## src/rtl/div_iter_hs_if.sv

```systemverilog
// Operand/result handshake bundle for the iterative divider.
// master = issue side, slave = divider.
interface div_iter_hs_if #(
    parameter int W = 32
);
    logic         in_valid;
    logic         in_ready;
    logic         in_signed;
    logic [W-1:0] in_dividend;
    logic [W-1:0] in_divisor;
    logic         out_valid;
    logic         out_ready;
    logic [W-1:0] out_quotient;
    logic [W-1:0] out_remainder;
    logic         out_dz;
    logic         out_ovf;
    logic         busy;

    modport master (
        output in_valid, in_signed, in_dividend, in_divisor, out_ready,
        input  in_ready, out_valid, out_quotient, out_remainder, out_dz, out_ovf, busy
    );

    modport slave (
        input  in_valid, in_signed, in_dividend, in_divisor, out_ready,
        output in_ready, out_valid, out_quotient, out_remainder, out_dz, out_ovf, busy
    );
endinterface

```

## src/rtl/div_iter_hs.sv

```systemverilog
// Iterative radix-2 restoring divider, signed/unsigned, with valid/ready handshake.
// Optional abort input enabled by defining DIV_FLUSH_EN.
module div_iter_hs #(
    parameter int W = 32
) (
    input  logic         clk,
    input  logic         rst_n,
`ifdef DIV_FLUSH_EN
    input  logic         flush,
`endif
    div_iter_hs_if.slave bus
);
    localparam int               CNT_W    = $clog2(W) + 1;
    localparam logic [W-1:0]     ZERO     = {W{1'b0}};
    localparam logic [W-1:0]     ONES     = {W{1'b1}};
    localparam logic [W-1:0]     MIN_VAL  = {1'b1, {(W-1){1'b0}}};
    localparam logic [CNT_W-1:0] CNT_LOAD = CNT_W'(W - 1);
    localparam logic [CNT_W-1:0] CNT_ONE  = CNT_W'(1);
    localparam logic [CNT_W-1:0] CNT_ZERO = {CNT_W{1'b0}};

    typedef enum logic [1:0] {
        IDLE = 2'd0,
        CALC = 2'd1,
        FIX  = 2'd2,
        DONE = 2'd3
    } state_t;

    function automatic logic [W-1:0] neg(input logic [W-1:0] v);
        return ZERO - v;
    endfunction

    state_t           state_r;
    state_t           state_nxt_s;
    logic [CNT_W-1:0] cnt_r;
    logic [W:0]       rem_r;
    logic [W-1:0]     quo_r;
    logic [W-1:0]     div_r;
    logic             neg_q_r;
    logic             neg_r_r;
    logic [W-1:0]     q_out_r;
    logic [W-1:0]     r_out_r;
    logic             dz_r;
    logic             ovf_r;
    logic             out_valid_r;

    logic             flush_s;
    logic             accept_s;
    logic             dz_s;
    logic             ovf_s;
    logic [W-1:0]     dvd_abs_s;
    logic [W-1:0]     dvs_abs_s;
    logic [W:0]       shift_s;
    logic [W:0]       diff_s;

`ifdef DIV_FLUSH_EN
    assign flush_s = flush;
`else
    assign flush_s = 1'b0;
`endif

    assign bus.in_ready = (state_r == IDLE) & ~flush_s;
    assign accept_s     = bus.in_valid & bus.in_ready;
    assign dz_s         = (bus.in_divisor == ZERO);
    assign ovf_s        = bus.in_signed & (bus.in_dividend == MIN_VAL) & (bus.in_divisor == ONES);
    // abs(MIN) wraps back to MIN, which is the correct magnitude read as unsigned.
    assign dvd_abs_s    = (bus.in_signed & bus.in_dividend[W-1]) ? neg(bus.in_dividend) : bus.in_dividend;
    assign dvs_abs_s    = (bus.in_signed & bus.in_divisor[W-1])  ? neg(bus.in_divisor)  : bus.in_divisor;
    assign shift_s      = {rem_r[W-1:0], quo_r[W-1]};
    assign diff_s       = shift_s - {1'b0, div_r};

    assign bus.out_valid     = out_valid_r;
    assign bus.out_quotient  = q_out_r;
    assign bus.out_remainder = r_out_r;
    assign bus.out_dz        = dz_r;
    assign bus.out_ovf       = ovf_r;
    assign bus.busy          = (state_r != IDLE);

    // State register.
    always_ff @(posedge clk or negedge rst_n) begin
        if (!rst_n) begin
            state_r <= IDLE;
        end else begin
            state_r <= state_nxt_s;
        end
    end

    // Next-state decode; flush overrides every transition.
    always_comb begin
        state_nxt_s = state_r;
        case (state_r)
            IDLE: begin
                if (accept_s) begin
                    if (dz_s || ovf_s) begin
                        state_nxt_s = DONE;
                    end else begin
                        state_nxt_s = CALC;
                    end
                end else begin
                    state_nxt_s = IDLE;
                end
            end
            CALC: begin
                if (cnt_r == CNT_ZERO) begin
                    state_nxt_s = FIX;
                end else begin
                    state_nxt_s = CALC;
                end
            end
            FIX: state_nxt_s = DONE;
            DONE: begin
                if (bus.out_ready) begin
                    state_nxt_s = IDLE;
                end else begin
                    state_nxt_s = DONE;
                end
            end
            default: state_nxt_s = IDLE;
        endcase
        if (flush_s) begin
            state_nxt_s = IDLE;
        end else begin
            state_nxt_s = state_nxt_s;
        end
    end

    // Datapath: operand capture, shift-subtract iterations, sign fix-up and result hold.
    always_ff @(posedge clk or negedge rst_n) begin
        if (!rst_n) begin
            cnt_r       <= CNT_ZERO;
            rem_r       <= {(W+1){1'b0}};
            quo_r       <= ZERO;
            div_r       <= ZERO;
            neg_q_r     <= 1'b0;
            neg_r_r     <= 1'b0;
            q_out_r     <= ZERO;
            r_out_r     <= ZERO;
            dz_r        <= 1'b0;
            ovf_r       <= 1'b0;
            out_valid_r <= 1'b0;
        end else if (flush_s) begin
            out_valid_r <= 1'b0;
            dz_r        <= 1'b0;
            ovf_r       <= 1'b0;
        end else begin
            case (state_r)
                IDLE: begin
                    if (accept_s) begin
                        rem_r   <= {(W+1){1'b0}};
                        quo_r   <= dvd_abs_s;
                        div_r   <= dvs_abs_s;
                        cnt_r   <= CNT_LOAD;
                        neg_q_r <= bus.in_signed & (bus.in_dividend[W-1] ^ bus.in_divisor[W-1]);
                        neg_r_r <= bus.in_signed & bus.in_dividend[W-1];
                        dz_r    <= dz_s;
                        ovf_r   <= ovf_s & ~dz_s;
                        if (dz_s) begin
                            q_out_r     <= ONES;
                            r_out_r     <= bus.in_dividend;
                            out_valid_r <= 1'b1;
                        end else if (ovf_s) begin
                            q_out_r     <= MIN_VAL;
                            r_out_r     <= ZERO;
                            out_valid_r <= 1'b1;
                        end else begin
                            out_valid_r <= 1'b0;
                        end
                    end
                end
                CALC: begin
                    rem_r <= diff_s[W] ? shift_s : diff_s;
                    quo_r <= {quo_r[W-2:0], ~diff_s[W]};
                    cnt_r <= cnt_r - CNT_ONE;
                end
                FIX: begin
                    q_out_r     <= neg_q_r ? neg(quo_r) : quo_r;
                    r_out_r     <= neg_r_r ? neg(rem_r[W-1:0]) : rem_r[W-1:0];
                    out_valid_r <= 1'b1;
                end
                DONE: begin
                    if (bus.out_ready) begin
                        out_valid_r <= 1'b0;
                    end
                end
                default: out_valid_r <= 1'b0;
            endcase
        end
    end
endmodule

```

## src/flat_wrapper.sv

```systemverilog
// flat-port wrapper written by rule: the top's interface ports become plain ports
module div_iter_hs_flat 
#(
    parameter int W = 32
)
  (clk, rst_n, bus_in_valid, bus_in_signed, bus_in_dividend, bus_in_divisor, bus_out_ready, bus_in_ready, bus_out_valid, bus_out_quotient, bus_out_remainder, bus_out_dz, bus_out_ovf, bus_busy);
  div_iter_hs_if #(.W(W)) bus_i ();
  input  logic clk;
  input  logic rst_n;
  input wire logic [$bits(bus_i.in_valid)-1:0] bus_in_valid;
  input wire logic [$bits(bus_i.in_signed)-1:0] bus_in_signed;
  input wire logic [$bits(bus_i.in_dividend)-1:0] bus_in_dividend;
  input wire logic [$bits(bus_i.in_divisor)-1:0] bus_in_divisor;
  input wire logic [$bits(bus_i.out_ready)-1:0] bus_out_ready;
  output wire logic [$bits(bus_i.in_ready)-1:0] bus_in_ready;
  output wire logic [$bits(bus_i.out_valid)-1:0] bus_out_valid;
  output wire logic [$bits(bus_i.out_quotient)-1:0] bus_out_quotient;
  output wire logic [$bits(bus_i.out_remainder)-1:0] bus_out_remainder;
  output wire logic [$bits(bus_i.out_dz)-1:0] bus_out_dz;
  output wire logic [$bits(bus_i.out_ovf)-1:0] bus_out_ovf;
  output wire logic [$bits(bus_i.busy)-1:0] bus_busy;
  assign bus_i.in_valid = bus_in_valid;
  assign bus_i.in_signed = bus_in_signed;
  assign bus_i.in_dividend = bus_in_dividend;
  assign bus_i.in_divisor = bus_in_divisor;
  assign bus_i.out_ready = bus_out_ready;
  assign bus_in_ready = bus_i.in_ready;
  assign bus_out_valid = bus_i.out_valid;
  assign bus_out_quotient = bus_i.out_quotient;
  assign bus_out_remainder = bus_i.out_remainder;
  assign bus_out_dz = bus_i.out_dz;
  assign bus_out_ovf = bus_i.out_ovf;
  assign bus_busy = bus_i.busy;
  div_iter_hs #(.W(W)) u_core (.clk(clk), .rst_n(rst_n), .bus(bus_i));
endmodule
```

## config.mk

```make
export PLATFORM = sky130hd
export DESIGN_NAME = div_iter_hs_flat
export DESIGN_NICKNAME = d
export VERILOG_FILES = /design/src/rtl/div_iter_hs_if.sv /design/src/rtl/div_iter_hs.sv /design/src/flat_wrapper.sv
export SDC_FILE = /design/constraint.sdc
export NUM_CORES = 1
export LEC_CHECK = 0
export CAP_MARGIN = 20
export CORE_MARGIN = 8
export CORE_UTILIZATION = 40
export DETAILED_ROUTE_END_ITERATION = 10
export GPL_TIMING_DRIVEN = 1
export HOLD_SLACK_MARGIN = 0.03
export PLACE_DENSITY_LB_ADDON = 0.15
export SYNTH_ARGS = -nofsm -noshare
export SYNTH_HDL_FRONTEND = slang
export SYNTH_SLANG_ARGS = --single-unit
```

## constraint.sdc

```tcl
create_clock -name clk -period 4.34 [get_ports clk]
set_clock_uncertainty 0.2 [all_clocks]
set_input_delay 0.868 -clock clk [delete_from_list [all_inputs] [get_ports clk]]
set_output_delay 0.868 -clock clk [all_outputs]
set_load 0.01 [all_outputs]
```

## After elaboration in Yosys (flattened, before gate mapping)

Index checks and enable logic that the tools add are counted.

| storage, ports and cells | value |
|---|---|
| word-level logic and storage cells | 77 |
| register bits | 173 |
| bits of input ports | 69 |
| output and inout port bits | 69 |

| cells by class | value |
|---|---|
| add/subtract/negate cells | 6 |
| reductions and logical operators | 12 |
| bitwise logic cells | 10 |
| eq/ne operators | 8 |
| muxes and demuxes | 29 |

Operators with widths:

| operator | number |
|---|---|
| $mux W32 | 13 |
| $pmux W32 S2 | 4 |
| $sub A1 B32 Y32 const A | 4 |
| $eq A32 B32 Y1 const B | 2 |
| $sub A33 B32 Y33 | 1 |
| $logic_not A32 Y1 | 1 |
| $pmux W6 S2 | 1 |
| $mux W2 | 4 |
| $pmux W2 S4 | 1 |
| $and A1 B1 Y1 | 7 |
| $logic_not A6 Y1 | 1 |
| $mux W6 | 1 |
| $reduce_and A3 Y1 | 2 |
| $reduce_bool A2 Y1 | 3 |
| $sub A6 B1 Y6 const B | 1 |
| $eq A2 B2 Y1 const B | 2 |
| $mux W1 | 4 |
| $ne A2 B2 Y1 const B | 2 |
| $reduce_and A2 Y1 | 2 |
| $ne A3 B3 Y1 const B | 1 |
| $pmux W1 S3 | 1 |
| $reduce_bool A3 Y1 | 1 |
| $eq A2 B1 Y1 const B | 1 |
| $logic_not A2 Y1 | 1 |
| 3 further kinds | 4 |

## Logic depth before layout (Yosys ltp)

| depth | value |
|---|---|
| depth in word-level cells | 7 |
| mapped depth | 14 |
| mapped depth without buffers | 12 |

## Least setup slack after synthesis

Ideal clock, no wire load.

| path | value |
|---|---|
| path kind | input -> register |
| from | in bus_in_dividend[6] |
| to | reg u_core.q_out_r[22] (netlist: u_core.bus.out_quotient[22]) |
| setup time | 137 ps |
| path slack | 668 ps |
| stages on the path | 11 |
| path buffers | 2 |
| data arrival time | 3,335 ps |
| cell sequence | or3_1 or4_1 or3_1 nor3_2 and4_1 a21o_2 nand2_1 buf_2 buf_2 a211oi_1 a21oi_1 |

| between the ends | value |
|---|---|
| cells in the longest elaborated chain, start to end | 5 |

Ends and longest elaborated chain:

| element | line | source |
|---|---|---|
| start: declaration | flat_wrapper.sv:12 | `input wire logic [$bits(bus_i.in_dividend)-1:0] bus_in_dividend;` |
| $eq A32 B32 Y1 | div_iter_hs.sv:64 | `assign ovf_s = bus.in_signed & (bus.in_dividend == MIN_VAL) & (bus.in_divisor == ONES);` |
| $and A1 B1 Y1 (2 in series) | div_iter_hs.sv:64 |  |
| $ne A3 B3 Y1 (no source line) | n/a |  |
| $reduce_and A3 Y1 (no source line) | n/a |  |
| end signal: assignment | div_iter_hs.sv:175 | `q_out_r <= neg_q_r ? neg(quo_r) : quo_r;` |
| end: declaration | div_iter_hs.sv:40 | `logic [W-1:0] q_out_r;` |

Every way passes these cells.
A chain may end at the register's enable or synchronous reset.

## Worst setup path in the final report

| path | value |
|---|---|
| from | reg u_core.quo_r[31] |
| to | reg u_core.rem_r[8] |

| between the ends | value |
|---|---|
| cells in the longest elaborated chain, start to end | 3 |

Ends and longest elaborated chain:

| element | line | source |
|---|---|---|
| start: declaration | div_iter_hs.sv:36 | `logic [W-1:0] quo_r;` |
| start signal: assignment | div_iter_hs.sv:149 | `quo_r <= dvd_abs_s;` |
| start signal: assignment | div_iter_hs.sv:171 | `quo_r <= {quo_r[W-2:0], ~diff_s[W]};` |
| $sub A33 B32 Y33 | div_iter_hs.sv:69 | `assign diff_s = shift_s - {1'b0, div_r};` |
| $mux W32 | div_iter_hs.sv:170 | `rem_r <= diff_s[W] ? shift_s : diff_s;` |
| $pmux W32 S2 | div_iter_hs.sv:145 | `case (state_r)` |
| end signal: assignment | div_iter_hs.sv:130 | `rem_r <= {(W+1){1'b0}};` |
| end signal: assignment | div_iter_hs.sv:148 | `rem_r <= {(W+1){1'b0}};` |
| end signal: assignment | div_iter_hs.sv:170 |  |
| end: declaration | div_iter_hs.sv:35 | `logic [W:0] rem_r;` |

Every way passes these cells.

==> results.cfg <==
[power_and_ir_drop]
peakVddDrop_v = 0.000409
power_switching_share_pct = 44.7
pwr_density_cell_nw_per_um2 = 815
clkPwrFrac_pct = 13.2
p_sw_mw = 5.15
p_leak_nw = 5.86
comb_power_share_pct = 58.4
power.share.sequential_pct = 28.4
intPower_mw = 6.37

[synth]
synth_top_family_by_area = compound AO/OA/AOI/OAI gates
syn_inst = 1334
synth.avg_cell_area_um2 = 8.69
synth_area_leaders = dfrtp_1 (37%), o21ai_0 (6.3%), xnor2_1 (5.6%)
synthSimpleGateAreaFrac_pct = 17.0
seq_area_frac_synth_pct = 37.3
synth.distinct_cells = 69
ys_ff_latch = 173
synth_nets = 1442
synth_edf_count = 0
synth_area_leader_cell = dfrtp_1
muxShareOfSynthArea_pct = 2.50
synth_top_area_share_pct = 37.3
synth_compound_area_share_pct = 22.9
synth_fa_ha_area_share_pct = 4.27
synth-xor-area-share_pct = 11.1
yosys_most_used_dff = dfrtp_1
yosysWarnings = 0
synthesis.area_um2 = 11600
ys_async_sr_fraction_pct = 100

[final_layout]
drive_gt1_share_pct = 7.01
area_growth_pct = 21.9
finalNonFillerCells = 1854
multi_input_comb_area_um2 = 6740
area.sequential_um2 = 4330
finalNetCount = 1565
antenna_cells_inserted = 0
fill_cells = 2712
final_common_cell = dfrtp_1
final_cell_mix = dfrtp_1 (173), o21ai_0 (147), clkdlybuf4s50_1 (136)

[place]
hpwlAfterDp_um = 25700
place_inst = 1821
port_buffers = 137
gp_congestion = 0.895

[job]
cap_violations = 0

[global_routing]
grt_pass1_vias = 10000
grt_use_met2_pct = 32.5
grt_pass1_wl_um = 54100
grtUsageTotal_pct = 19.5
use_met3_pct = 2.53
grt_max_degree = 91
grt-busiest-layer = met2
grtUsageMet1_pct = 26.3
grt_overflow_total = 0
antenna_found_initial = 0

[critical_path]
start_kind = register
cp.arrival_ns = 4.01
worstReg2RegStart = u_core.quo_r[31]
path_class = register to register
crit_required_ns = 4.44
crit_path_top_delay_cell = dfrtp_1
endpoint_kind = register
crit_chain = inv_1, ha_1, fa_1, nor2b_1, o31ai_1, a21oi_1, o211ai_1, a211oi_1, mux2i_1, buf_4, or2_1, buf_12, mux2i_1, o21ai_0
r2r_slack_ns = 0.43
max_stage_delay_ns = 0.47
startpoint = u_core.quo_r[31]
worstPathMaxFanout = 28
crit_top_cell = mux2i_1

[worst_hold_path]
hp-class = register to register
min_from = u_core.bus.out_quotient[19]

[drt]
ant_nets = 0
first_iter_violations = 666
routedWlPerCell_um = 18.2
num_vias = 10329
via_per_inst = 5.57
route.detailed.drc = 0
routed_wl_um = 33800
drt_first_pass_iters = 5

[die]
floorplan.initialDensity_pct = 40.5
design.core.area_um2 = 28600
io_pins = 138
fp.dieH_um = 186
fp.dieW_um = 186
rows = 62
die-area_um2 = 34700

[clock_tree]
worstSkewPairLatency_ns = 0.43
cts_buffers = 17
cts-root-buf = clkbuf_16
ctsResizeCount = 0
cts_max_path_buffers = 2
cts_hold_buffers = 0
h-tree-depth = 4
cts.sinks = 173
clk_pin_slew_ns = 0.07
post_cts_buffers = 0
cts_tree = built

[outcome]
run_status = completed

[timing]
period_needed_ns = 3.91
fin_hold_ws_ns = 0.272
max_freq_mhz = 256
relSlewSlack_pct = 35.0
finalSetupTns_ns = 0
fin_crit_sh_pct = 90.1
finalSetupViolCount = 0
tightest_slew_ns = 0.975
hold_violations = 0
final_max_slew_viol_count = 0
rsz0062_at_grt = false
synth_stat cells (4+ instances only):
| library cell | number |
|---|---|
| and4_1 | 4 |
| o41ai_1 | 15 |
| or3_1 | 21 |
| nand3_1 | 52 |
| and3_1 | 4 |
| nor2b_1 | 13 |
| or4_4 | 4 |
| or4_1 | 11 |
| a31oi_1 | 8 |
| nor2_1 | 66 |
| o21ai_0 | 147 |
| o211a_1 | 4 |
| and2_1 | 8 |
| xnor2_1 | 74 |
| dfrtp_1 | 173 |
| clkbuf_1 | 67 |
| nand2_1 | 125 |
| a21o_1 | 15 |
| ha_1 | 38 |
| xor2_1 | 73 |
| a221o_1 | 10 |
| nor3_1 | 25 |
| nand4_1 | 16 |
| o21a_1 | 7 |
| a221oi_1 | 18 |
| nand2b_1 | 11 |
| nor4_1 | 13 |
| mux2i_1 | 29 |
| a211oi_1 | 6 |
| buf_2 | 5 |
| a22oi_1 | 45 |
| o211ai_1 | 5 |
| a21oi_1 | 81 |
| o31ai_1 | 32 |
| inv_1 | 56 |
power by group through the flow:
stage                     clock network, mW  logic (mW)  registers [mW]
after CTS                              1.55        6.73            3.27
after global routing                   1.61        7.54            3.39
after detailed placement                  0        6.69            3.29
after floorplan                           0        4.74            3.11
final                                  1.52        6.73            3.27
after global placement                    0        6.63            3.28
worst max-delay path, delay by kind of cell, from the launching register on:
family | cells | cell delay [ns]
buffers and inverters | 3 | 0.59
DFF | 1 | 0.47
AOI/OAI and AO/OA | 5 | 1.05
muxes | 2 | 0.44
and+or+nand+nor | 2 | 0.33
adders and majority gates | 2 | 0.67
cell type report:
class | count | area share (%)
multi-input cells | 1026 | 47.7
repair buffers | 183 | 12.6
inverters | 56 | 1.49
well taps | 384 | 3.40
clock inverters | 14 | 1.04
flip-flops and latches | 173 | 30.6
clock buffers | 18 | 3.11
state kept, by name, indices dropped and copies added (netlist names):
| register | count |
|---|---|
| u_core.bus.out_quotient | 32 |
| u_core.bus.out_remainder | 32 |
| u_core.div_r | 32 |
| u_core.quo_r | 32 |
| u_core.rem_r | 32 |
| u_core.cnt_r | 6 |
| u_core.state_r | 2 |
| u_core.bus.out_dz | 1 |
| u_core.bus.out_ovf | 1 |
| u_core.bus.out_valid | 1 |
| u_core.neg_q_r | 1 |
| u_core.neg_r_r | 1 |
per-stage QoR:
step                total power [mW]  area (µm²)  util (%)  setup WS [ns]
floorplan                       7.85       11600         -          0.668
global placement                9.91       13500      47.2          0.181
detailed placement              9.99       13500      47.2         0.0842
CTS                             11.5       14100      49.3          0.368
global route                    12.5       14100      49.4          0.233
finish                          11.5       14100      49.4          0.429
path summary, 6_finish.rpt:
kind	depth (start not counted)	to
min reg2reg	2	u_core.bus.out_quotient[19]
max reg2reg	14	u_core.rem_r[8]
max in group asynchronous	2	u_core.div_r[28]
max	14	u_core.rem_r[8]
min	2	u_core.bus.out_quotient[19]
min in group asynchronous	1	u_core.bus.out_quotient[5]
logic make-up (layout without fill, tap and decap cells):
family          Yosys count  after routing
mux                      29             29
flops                   173            173
fa+ha+maj                39             39
xor+xnor                147            147
buf+inv                 135            271
compound gates          418            418
simple gates            393            393
per-layer routing:
layer  up-vias  wire (µm)
met5         -          0
met4         0        597
met3        35       1740
met2       261      15800
met1      4913      15700
li1       5120          -
No activity file was read; power rests on OpenSTA's default activity.
